## config.mk

```make
export PLATFORM = sky130hd
export DESIGN_NAME = tff_seq_ctrl_flat
export DESIGN_NICKNAME = d
export VERILOG_FILES = /design/src/rtl/tff_seq_ctrl_if.sv /design/src/rtl/tff_seq_ctrl.sv /design/src/flat_wrapper.sv
export SDC_FILE = /design/constraint.sdc
export NUM_CORES = 1
export LEC_CHECK = 0
export CAP_MARGIN = 20
export CORE_MARGIN = 2
export CORE_UTILIZATION = 35
export DETAILED_ROUTE_END_ITERATION = 6
export GPL_TIMING_DRIVEN = 0
export HOLD_SLACK_MARGIN = 0.08
export PLACE_DENSITY = 0.67
export SLEW_MARGIN = 20
export SYNTH_ARGS = -nofsm -noshare
export SYNTH_HDL_FRONTEND = slang
export SYNTH_SLANG_ARGS = --single-unit
```

## constraint.sdc

```tcl
create_clock -name clk -period 2.1 [get_ports clk]
set_clock_uncertainty 0.05 [all_clocks]
set_input_delay 0.42 -clock clk [delete_from_list [all_inputs] [get_ports clk]]
set_output_delay 0.42 -clock clk [all_outputs]
set_load 0.1 [all_outputs]
```

## src/rtl/tff_seq_ctrl_if.sv

```systemverilog
// Host-side bundle for the T-FF run-length sequencer: launch/stall controls in,
// counter state and status pulses out.
interface tff_seq_ctrl_if #(
  parameter int WIDTH  = 4,
  parameter int STEP_W = 8
);
  logic              start;
  logic [STEP_W-1:0] steps;
  logic              up;
  logic [WIDTH-1:0]  mod_val;
  logic              hold;
  logic [WIDTH-1:0]  count;
  logic              busy;
  logic              wrap;
  logic              done;

  modport master (
    output start, steps, up, mod_val, hold,
    input  count, busy, wrap, done
  );

  modport slave (
    input  start, steps, up, mod_val, hold,
    output count, busy, wrap, done
  );
endinterface

```

## src/rtl/tff_seq_ctrl.sv

```systemverilog
// Steps a T-FF modulo up/down counter for N launched steps; busy one edge after launch,
// done/wrap registered one cycle after the causing edge; hold stalls with a one-cycle resume bubble.
module tff_seq_ctrl #(
  parameter int WIDTH  = 4,
  parameter int STEP_W = 8
) (
  input  logic         clk,
  input  logic         rstn,
  tff_seq_ctrl_if.slave bus
);

  typedef enum logic [1:0] {
    IDLE = 2'd0,
    RUN  = 2'd1,
    HOLD = 2'd2
  } state_t;

  state_t            state;
  state_t            state_nxt;
  logic [WIDTH-1:0]  q;
  logic [WIDTH-1:0]  q_step;
  logic [WIDTH-1:0]  t;
  logic [WIDTH-1:0]  top_val;
  logic [WIDTH-1:0]  mod_r;
  logic              up_r;
  logic [STEP_W-1:0] rem;
  logic [STEP_W-1:0] rem_nxt;
  logic              step_en;
  logic              step_wrap;
  logic              launch;
  logic              done_nxt;
  logic              wrap_r;
  logic              done_r;

  // mod_r == 0 wraps to all-ones here, which is exactly the full-range top value.
  assign top_val = mod_r - WIDTH'(1);

  always_comb begin
    q_step    = q;
    step_wrap = 1'b0;
    if (q > top_val) begin
      q_step    = '0;
      step_wrap = 1'b1;
    end else if (up_r) begin
      if (q == top_val) begin
        q_step    = '0;
        step_wrap = 1'b1;
      end else begin
        q_step = q + WIDTH'(1);
      end
    end else begin
      if (q == '0) begin
        q_step    = top_val;
        step_wrap = 1'b1;
      end else begin
        q_step = q - WIDTH'(1);
      end
    end
  end

  always_comb begin
    state_nxt = state;
    rem_nxt   = rem;
    step_en   = 1'b0;
    launch    = 1'b0;
    done_nxt  = 1'b0;
    case (state)
      IDLE: begin
        if (bus.start) begin
          if (bus.steps != '0) begin
            launch    = 1'b1;
            rem_nxt   = bus.steps;
            state_nxt = RUN;
          end else begin
            done_nxt = 1'b1;
          end
        end
      end
      RUN: begin
        if (bus.hold) begin
          state_nxt = HOLD;
        end else begin
          step_en = 1'b1;
          rem_nxt = rem - STEP_W'(1);
          if (rem == STEP_W'(1)) begin
            state_nxt = IDLE;
            done_nxt  = 1'b1;
          end
        end
      end
      HOLD: begin
        // Leaving HOLD costs one edge with no step.
        if (!bus.hold) begin
          state_nxt = RUN;
        end
      end
      default: begin
        state_nxt = IDLE;
      end
    endcase
  end

  // Toggle enables only for bits that differ; all-zero when not stepping.
  assign t = step_en ? (q ^ q_step) : '0;

  always_ff @(posedge clk) begin
    if (!rstn) begin
      state  <= IDLE;
      q      <= '0;
      rem    <= '0;
      up_r   <= 1'b0;
      mod_r  <= '0;
      wrap_r <= 1'b0;
      done_r <= 1'b0;
    end else begin
      state  <= state_nxt;
      q      <= q ^ t;
      rem    <= rem_nxt;
      wrap_r <= step_en & step_wrap;
      done_r <= done_nxt;
      if (launch) begin
        up_r  <= bus.up;
        mod_r <= bus.mod_val;
      end
    end
  end

  assign bus.count = q;
  assign bus.busy  = (state != IDLE);
  assign bus.wrap  = wrap_r;
  assign bus.done  = done_r;

endmodule
```

## src/flat_wrapper.sv

```systemverilog
// flat-port wrapper written by rule: the top's interface ports become plain ports
module tff_seq_ctrl_flat 
#(
  parameter int WIDTH  = 4,
  parameter int STEP_W = 8
)
  (clk, rstn, bus_start, bus_steps, bus_up, bus_mod_val, bus_hold, bus_count, bus_busy, bus_wrap, bus_done);
  tff_seq_ctrl_if #(.WIDTH(WIDTH), .STEP_W(STEP_W)) bus_i ();
  input  logic clk;
  input  logic rstn;
  input wire logic [$bits(bus_i.start)-1:0] bus_start;
  input wire logic [$bits(bus_i.steps)-1:0] bus_steps;
  input wire logic [$bits(bus_i.up)-1:0] bus_up;
  input wire logic [$bits(bus_i.mod_val)-1:0] bus_mod_val;
  input wire logic [$bits(bus_i.hold)-1:0] bus_hold;
  output wire logic [$bits(bus_i.count)-1:0] bus_count;
  output wire logic [$bits(bus_i.busy)-1:0] bus_busy;
  output wire logic [$bits(bus_i.wrap)-1:0] bus_wrap;
  output wire logic [$bits(bus_i.done)-1:0] bus_done;
  assign bus_i.start = bus_start;
  assign bus_i.steps = bus_steps;
  assign bus_i.up = bus_up;
  assign bus_i.mod_val = bus_mod_val;
  assign bus_i.hold = bus_hold;
  assign bus_count = bus_i.count;
  assign bus_busy = bus_i.busy;
  assign bus_wrap = bus_i.wrap;
  assign bus_done = bus_i.done;
  tff_seq_ctrl #(.WIDTH(WIDTH), .STEP_W(STEP_W)) u_core (.clk(clk), .rstn(rstn), .bus(bus_i));
endmodule
```

==> results.json, run 1 <==
{
  "path_max_fanout": 8,
  "io_pins": 24,
  "rsz0062_at_grt": "false",
  "avgSynthCellArea_um2": 8.42,
  "synth_area_leaders": "dfxtp_1 29%, ha_1 7.8%, mux2i_1 6.2%",
  "totalWireLength_um": 3640,
  "ant_nets": 0,
  "finalWeightedCongestion": 0.855,
  "post-route-util_pct": 47.1,
  "slew_violations": 0,
  "vias": 1441,
  "die_w_um": 68.3,
  "slew_headroom_pct": 36.9,
  "p_leak_nw": 0.788,
  "route.detailed.drc": 0,
  "max_freq_mhz": 486,
  "post_dp_cell_area_um2": 1730,
  "clk_path_buf_depth": 2,
  "syn_nets": 198,
  "ys_types": 44,
  "min_period_ns": 2.06,
  "synth_cells": 172,
  "ir_worst_vdd_mv": 0.305,
  "holdWs_ns": 0.433,
  "tritoncts": "yes",
  "root_buffer": "clkbuf_8",
  "ys_seq_area_share_pct": 29.0,
  "synth_top_area_share_pct": 29.0,
  "worst_skew_pair.late_latency_ns": 0.26,
  "cp-end-kind": "flop",
  "grt_pass1_wl_um": 5780,
  "critPathRequiredTime_ns": 2.18,
  "yosysTopAreaCell": "dfxtp_1",
  "syn-cell-area_um2": 1450,
  "fin_nets": 234,
  "critPathLaunchType": "primary input",
  "critPathKind": "primary input to flop",
  "final_common_cell": "dfxtp_1",
  "firstDrtPassIters": 4,
  "syn_to_final_growth_pct": 30.3,
  "die_h_um": 68.3,
  "routedWlPerCell_um": 14.2,
  "core_um2": 4000,
  "drt_iter0_markers": 76,
  "htreeDepth": 1,
  "maxCapViolCount": 0,
  "final_cell_mix": "17 x dfxtp_1, 11 x inv_1, 11 x nand2_1, 11 x clkdlybuf4s50_1",
  "antenna_cells": 0,
  "path_clk_slew_ns": 0.08,
  "status": "complete, no violations",
  "cts_sinks": 21,
  "p_per_area_nw_per_um2": 741,
  "overflow": 0,
  "num_rows": 23,
  "viasPerCell": 5.61,
  "dieArea_um2": 4670,
  "cts_buffers": 3,
  "drive_gt1_share_pct": 15.5,
  "final_hold_viol_count": 0,
  "grt_max_degree": 12,
  "start_util_pct": 36.2,
  "port-buffer-count": 22,
  "antenna_found_initial": 0,
  "power_mw": 1.40,
  "ys_warn_count": 0,
  "grt_usage_pct": 16.2,
  "finalCritPeriodShare_pct": 98.0,
  "ys_seq_elements": 21,
  "worst_pin_slew_ns": 0.951,
  "dpl.hpwl_um": 2620,
  "first_global_vias": 1274,
  "arrival_ns": 2.14,
  "fin_tns_setup_ns": 0,
  "hp-class": "flop to flop",
  "final_area_um2": 1890,
  "setup_viol_count_final": 0
}
kinds of logic after synthesis:
family	share of synthesized area, %
xor gates and xnor gates	1.82
and+or+nand+nor	24.9
muxes	6.22
buffers and inverters	6.22
DFF	29.0
adders and majority gates	7.78
AOI/OAI and AO/OA	24.0
through the flow:
step / cells / worst slack, ns
6_report: 257 / 0.0420
5_1_grt: 257 / 0.00491
4_1_cts: 251 / 0.00628
3_5_place_dp: 244 / -0.273
3_3_place_gp: 244 / -0.282
2_1_floorplan: 172 / 0.00789
synthesized netlist by cell type (all sizes together):
| cell type | count |
|---|---|
| a21o | 1 |
| a21oi | 10 |
| a221o | 1 |
| a22oi | 5 |
| a311oi | 1 |
| a31oi | 2 |
| a32oi | 2 |
| a41o | 1 |
| and2 | 3 |
| and3 | 1 |
| buf | 2 |
| clkbuf | 8 |
| dfxtp | 21 |
| ha | 9 |
| inv | 11 |
| mux2i | 9 |
| nand2 | 11 |
| nand2b | 5 |
| nand3 | 7 |
| nand4 | 2 |
| nor2 | 11 |
| nor2b | 4 |
| nor3 | 4 |
| nor3b | 4 |
| nor4 | 2 |
| nor4b | 4 |
| o2111ai | 1 |
| o211ai | 2 |
| o21ai | 7 |
| o21ba | 2 |
| o221a | 1 |
| o22ai | 1 |
| o311a | 1 |
| o31a | 1 |
| o31ai | 4 |
| o32ai | 4 |
| or3 | 1 |
| or4 | 3 |
| xnor2 | 3 |
power by group:
| part | internal, mW | switching [mW] |
|---|---|---|
| combinational | 0.265 | 0.363 |
| sequential | 0.442 | 0.0582 |
| clock | 0.135 | 0.134 |
| total | 0.842 | 0.555 |
worst paths after layout:
check | startpoint | to | slack, ns | cells past startpoint
worst max register to register | u_core.mod_r[0] | flop | 0.13 | 8
worst min register to register | u_core.rem[6] | u_core.rem[6] | 0.43 | 2
worst max-delay path | bus_steps[3] | u_core.up_r | 0.04 | 6
worst min-delay path | u_core.rem[6] | u_core.rem[6] | 0.43 | 2
layer usage:
metal | GRT usage (%) | share of wire, % | vias to the layer above
li1 | - | - | 713
met1 | 21.5 | 47 | 686
met2 | 25.7 | 48 | 38
met3 | 3.62 | 4.8 | 4
met4 | 5.50 | 0.71 | 0
met5 | 0 | 0 | -
layout make-up:
class | count | area [µm²]
plain buffers | 10 | 48.8
clock buffers | 4 | 45.0
fillers | 390 | 2110
inverters | 11 | 41.3
multi-input cells | 130 | 971
flip-flops and latches | 21 | 425
well taps | 50 | 62.6
repair buffers | 31 | 292
worst max-delay path, cell delays in order:
cell             delay [ns]
clkdlybuf4s50_1        0.43
or4_4                  0.52
o211ai_4               0.33
buf_6                  0.19
mux2i_1                0.20
nor2_1                 0.06
timing repair:
action	in CTS	in global routing
gates resized for setup	10	12
pin swaps	1	7
cloned	0	1
endpoints found under the setup margin	11	17
buffers inserted	3	5
hold buffers	0	0
No activity file was read; power rests on OpenSTA's default activity.
==> inputs of run 2 (changes only) <==
--- a/config.mk
+++ b/config.mk
@@ -12,6 +12,7 @@
 export GPL_TIMING_DRIVEN = 0
 export HOLD_SLACK_MARGIN = 0.08
 export PLACE_DENSITY = 0.67
+export SKIP_LAST_GASP = 1
 export SLEW_MARGIN = 20
 export SYNTH_ARGS = -nofsm -noshare
 export SYNTH_HDL_FRONTEND = slang
==> results.json, run 2 (same netlist as run 1, synthesis figures left out) <==
{
  "status": "complete, no violations",
  "slew_headroom_pct": 36.9,
  "final_cell_mix": "17 x dfxtp_1, 14 x clkdlybuf4s50_1, 11 x inv_1, 11 x nand2_1",
  "ir_worst_vdd_mv": 0.301,
  "grt_usage_pct": 16.2,
  "grt_max_degree": 12,
  "antenna_found_initial": 0,
  "path_clk_slew_ns": 0.07,
  "syn_to_final_growth_pct": 28.3,
  "p_leak_nw": 0.753,
  "critPathLaunchType": "primary input",
  "power_mw": 1.39,
  "worst_pin_slew_ns": 0.951,
  "dieArea_um2": 4670,
  "reg2reg_slack_ns": 0.12,
  "cts_sinks": 21,
  "slew_violations": 0,
  "final_common_cell": "dfxtp_1",
  "io_pins": 24,
  "min_from": "u_core.rem[6]",
  "hp-class": "flop to flop",
  "drt_iter0_markers": 62,
  "overflow": 0,
  "fin_nets": 234,
  "ant_nets": 0,
  "htreeDepth": 1,
  "n_fill_cell": 390,
  "die_w_um": 68.3,
  "grt_pass1_wl_um": 5780,
  "vias": 1430,
  "routedWlPerCell_um": 13.9,
  "p_per_area_nw_per_um2": 746,
  "finalWeightedCongestion": 0.855,
  "finalCritPeriodShare_pct": 98.6,
  "hold_end": "u_core.rem[6]",
  "setup_viol_count_final": 0,
  "critPathLaunch": "bus_steps[0]",
  "die_h_um": 68.3,
  "first_global_vias": 1274,
  "core_um2": 4000,
  "crit_family": "simple AND/OR/NAND/NOR gates",
  "cp.buffers_inverters": 2,
  "critPathKind": "primary input to flop",
  "path_cells": "clkdlybuf4s50_1 -> or4_4 -> o211ai_4 -> buf_6 -> mux2i_1 -> nor2_1",
  "cp_slowest_stage_delay_ns": 0.57,
  "critPathRequiredTime_ns": 2.18,
  "cts_buffers": 3,
  "cp-end-kind": "flop",
  "rsz0062_at_grt": "true",
  "whs_path_depth": 2,
  "min_period_ns": 2.07,
  "arrival_ns": 2.15,
  "tritoncts": "yes",
  "worst_r2r_path_depth": 7,
  "dpl.hpwl_um": 2620,
  "port-buffer-count": 22,
  "start_util_pct": 36.2,
  "cp_slowest_cell": "or4_4",
  "cts_hold_buf": 0,
  "final_hold_viol_count": 0,
  "firstDrtPassIters": 4,
  "clk_path_buf_depth": 2,
  "path_max_fanout": 8,
  "drive_gt1_share_pct": 14.0,
  "worst_skew_pair.late_latency_ns": 0.26,
  "num_rows": 23,
  "post-route-util_pct": 46.4,
  "totalWireLength_um": 3570,
  "maxCapViolCount": 0,
  "viasPerCell": 5.56,
  "root_buffer": "clkbuf_8",
  "route.detailed.drc": 0,
  "max_freq_mhz": 483,
  "antenna_cells": 0,
  "r2r_start": "u_core.mod_r[0]"
}
[run 2: cell count changes in the layout (fill, tap and decap cells not counted)]
cell	previous run	this run
nor3_2	1	0
nor3_1	3	4
clkdlybuf4s50_1	11	14
clkbuf_2	0	1
clkdlybuf4s15_2	1	0
xnor2_2	1	0
dlymetal6s2s_1	4	1
ha_1	8	9
ha_2	1	0
xnor2_1	2	3
[run 2: report_power, final]
part / switching (mW) / total [mW] / internal [mW] / leakage [nW]
Sequential: 0.0571 / 0.499 / 0.442 / 0.174
Combinational: 0.359 / 0.619 / 0.259 / 0.556
Clock: 0.133 / 0.268 / 0.135 / 0.0228
Total: 0.549 / 1.39 / 0.836 / 0.753
[run 2: worst max-delay path by stage]
stage                 endpoint  slack [ns]  depth (start not counted)
2_1_floorplan             flop       0.008                          5
3_3_place_gp   u_core.mod_r[1]       -0.28                          6
3_5_place_dp       u_core.up_r       -0.27                          6
4_1_cts               bus_busy       -0.12                          3
5_1_grt                   flop       -0.03                          8
6_report           u_core.up_r        0.03                          6
[run 2: layout make-up]
type,instances,area (µm²),share of cell area [%]
multi-input cells,130,956,51.5
well taps,50,62.6,3.37
repair buffers,31,278,15.0
clock buffers,4,45.0,2.43
flip-flops and latches,21,425,22.9
inverters,11,41.3,2.22
plain buffers,10,48.8,2.63
[run 2: worst register-to-register path: cells and delay by family (launching register included)]
family	cells	cell delay [ns]
adder cells (fa/ha/maj)	1	0.37
AND/OR/NAND/NOR	2	0.42
flip-flops	1	0.34
AO/OA/AOI/OAI	2	0.36
XOR/XNOR	1	0.13
buffers and inverters	1	0.21
[run 2: timing repair]
action | 4_1_cts | 5_1_grt
setup buffers | 3 | 5
setup endpoints to repair | 11 | 18
cloned | 0 | 1
pin swaps | 1 | 7
gates resized for setup | 8 | 8
[run 2: layer usage]
metal	GRT usage, %	share of wire, %
met1	21.5	46
met2	25.7	48
met3	3.62	5.2
met4	5.50	0.70
met5	0	0
[run 2: metrics by stage]
step | hold WS, ns | cell area [µm²] | TNS, ns | cells | worst slack, ns
6_report | 0.432 | 1860 | 0 | 257 | 0.0298
5_1_grt | 0.473 | 1860 | -0.0365 | 257 | -0.0308
4_1_cts | 0.431 | 1800 | -0.123 | 251 | -0.123
3_3_place_gp | 0.413 | 1730 | -3.36 | 244 | -0.282
2_1_floorplan | 0.390 | 1450 | 0 | 172 | 0.00789
3_5_place_dp | 0.420 | 1730 | -3.30 | 244 | -0.273
==> RTL edit, RTL diff (flow settings as in run 1) <==
Reset style: asynchronous (`rstn`), changed in one clocked block.
--- a/src/rtl/tff_seq_ctrl.sv
+++ b/src/rtl/tff_seq_ctrl.sv
@@ -104,5 +104,5 @@
   assign t = step_en ? (q ^ q_step) : '0;
 
-  always_ff @(posedge clk) begin
+  always_ff @(posedge clk or negedge rstn) begin
     if (!rstn) begin
       state  <= IDLE;
Check against the original RTL: differs if rstn is asserted again (counterexample within 4 cycles, from zero or initial values and one cycle with rstn low); with rstn held inactive, the same outputs for 10 cycles.
==> RTL edit against run 1 <==
- the flow now finishes with violations (setup timing)
- largest cell class unchanged
- fmax decreased by 9.8%
- area after synthesis decreased by 4.3%
- sequential cell count unchanged
- count of clock-buffer cells in the layout decreased by 1
- worst setup slack got worse by 0.22 ns
- cell area decreased by 3.0%
- wire length decreased by 3.2%
Power is not compared: it rests on default switching activity, and its combinational part moved more than twofold at a synthesized area within 25%.
==> RTL edit: results (changes against run 1) <==
- Worst relative slew slack: 36.1% (-0.73 points)
- Status: complete, but fails checks
- Leading post-synthesis cells by cell area: sky130_fd_sc_hd__dfrtp_1 38%, sky130_fd_sc_hd__ha_1 8.1%, sky130_fd_sc_hd__inv_1 3.8%
- Fill cell count: 369 (-5.4%)
- Quantity of I/O buffers inserted on ports: 23 (+4.5%)
- Layout cells sized above 1: 21.9% (+6.5 points)
- Sequential fraction of the synthesis area: 37.9% (+8.9 points)
- Placed cells: 225 (-7.8%)
- Cell types with the highest counts after synthesis: 21 x sky130_fd_sc_hd__dfrtp_1, 14 x sky130_fd_sc_hd__inv_1, 11 x sky130_fd_sc_hd__nand2_1, 10 x sky130_fd_sc_hd__nor2_1, 10 x sky130_fd_sc_hd__o21ai_0
- Worst hold margin: 0.0604 ns (-0.373 ns)
- Number of nets in the layout: 214 (-8.5%)
- Number of multi-input combinational cells in the layout: 115 (-12%)
- Multi-input gate share of the layout cell area: 46.0% (-5.5 points)
- Violations in the final reports: setup timing
- Total vias in the final route: 1329 (-7.8%)
- Initial drt markers: 65 (-14%)
- Final count of negative-setup-slack endpoints: 5 (+5)
- Clock network contribution to total cell area: 2.53% (+0.14 points)
- Vias per inst: 5.66 (+0.86%)
- GRT Util Overall: 17.7% (+1.5 points)
- Non-CTS inverters: 14 (+3)
- Metal-1 WL: 1670 um (-2.0%)
- Worst-path fanout max: 3 (-5)
- Mean cell area of the mapped netlist: 8.99 sq um (+6.9%)
- Final design area excluding fillers: 1830 sq um (-3.0%)
- Hold crit path type: in -> async
- Proportion of synthesized flip-flops having asynchronous set or reset: 100% (+100 points)
- Critical path arrival: 2.37 ns (+0.23 ns)
- Met3 layer usage reported by global route: 3.89% (+0.27 points)
- Number of gates resized after CTS: 18 (+8)
- Average detailed-routed wire length per instance: 15.0 um (+5.8%)
- Pre-CTS setup slack: -0.274 ns (-0.000759 ns)
- Number of non-clock buffers: 33 (-20%)
- Post-layout worst setup margin: -0.180 ns (-0.222 ns)
==> RTL edit: changes by cell type in the layout (fill, tap and decap cells not counted), moves of 5 or more <==
cell,run 1,this run
sky130_fd_sc_hd__a21oi_2,0,5
sky130_fd_sc_hd__a21oi_1,10,5
sky130_fd_sc_hd__nand3_1,7,1
sky130_fd_sc_hd__clkbuf_1,9,2
sky130_fd_sc_hd__mux2i_1,9,1
sky130_fd_sc_hd__o21ai_1,1,7
sky130_fd_sc_hd__dfxtp_1,17,0
sky130_fd_sc_hd__dfrtp_1,0,18
==> RTL edit: logic make-up (layout without fill, tap and decap cells) <==
kind of cell / count (synthesis) / in the layout / synth area share (%)
flip-flops: 21 / 21 / 37.9
multiplexers: 4 / 4 / 3.16
AND/OR/NAND/NOR: 46 / 46 / 17.8
buffers and inverters: 18 / 51 / 5.96
XOR/XNOR: 1 / 1 / 0.632
adder cells (fa/ha/maj): 9 / 9 / 8.13
AO/OA/AOI/OAI: 55 / 55 / 26.4
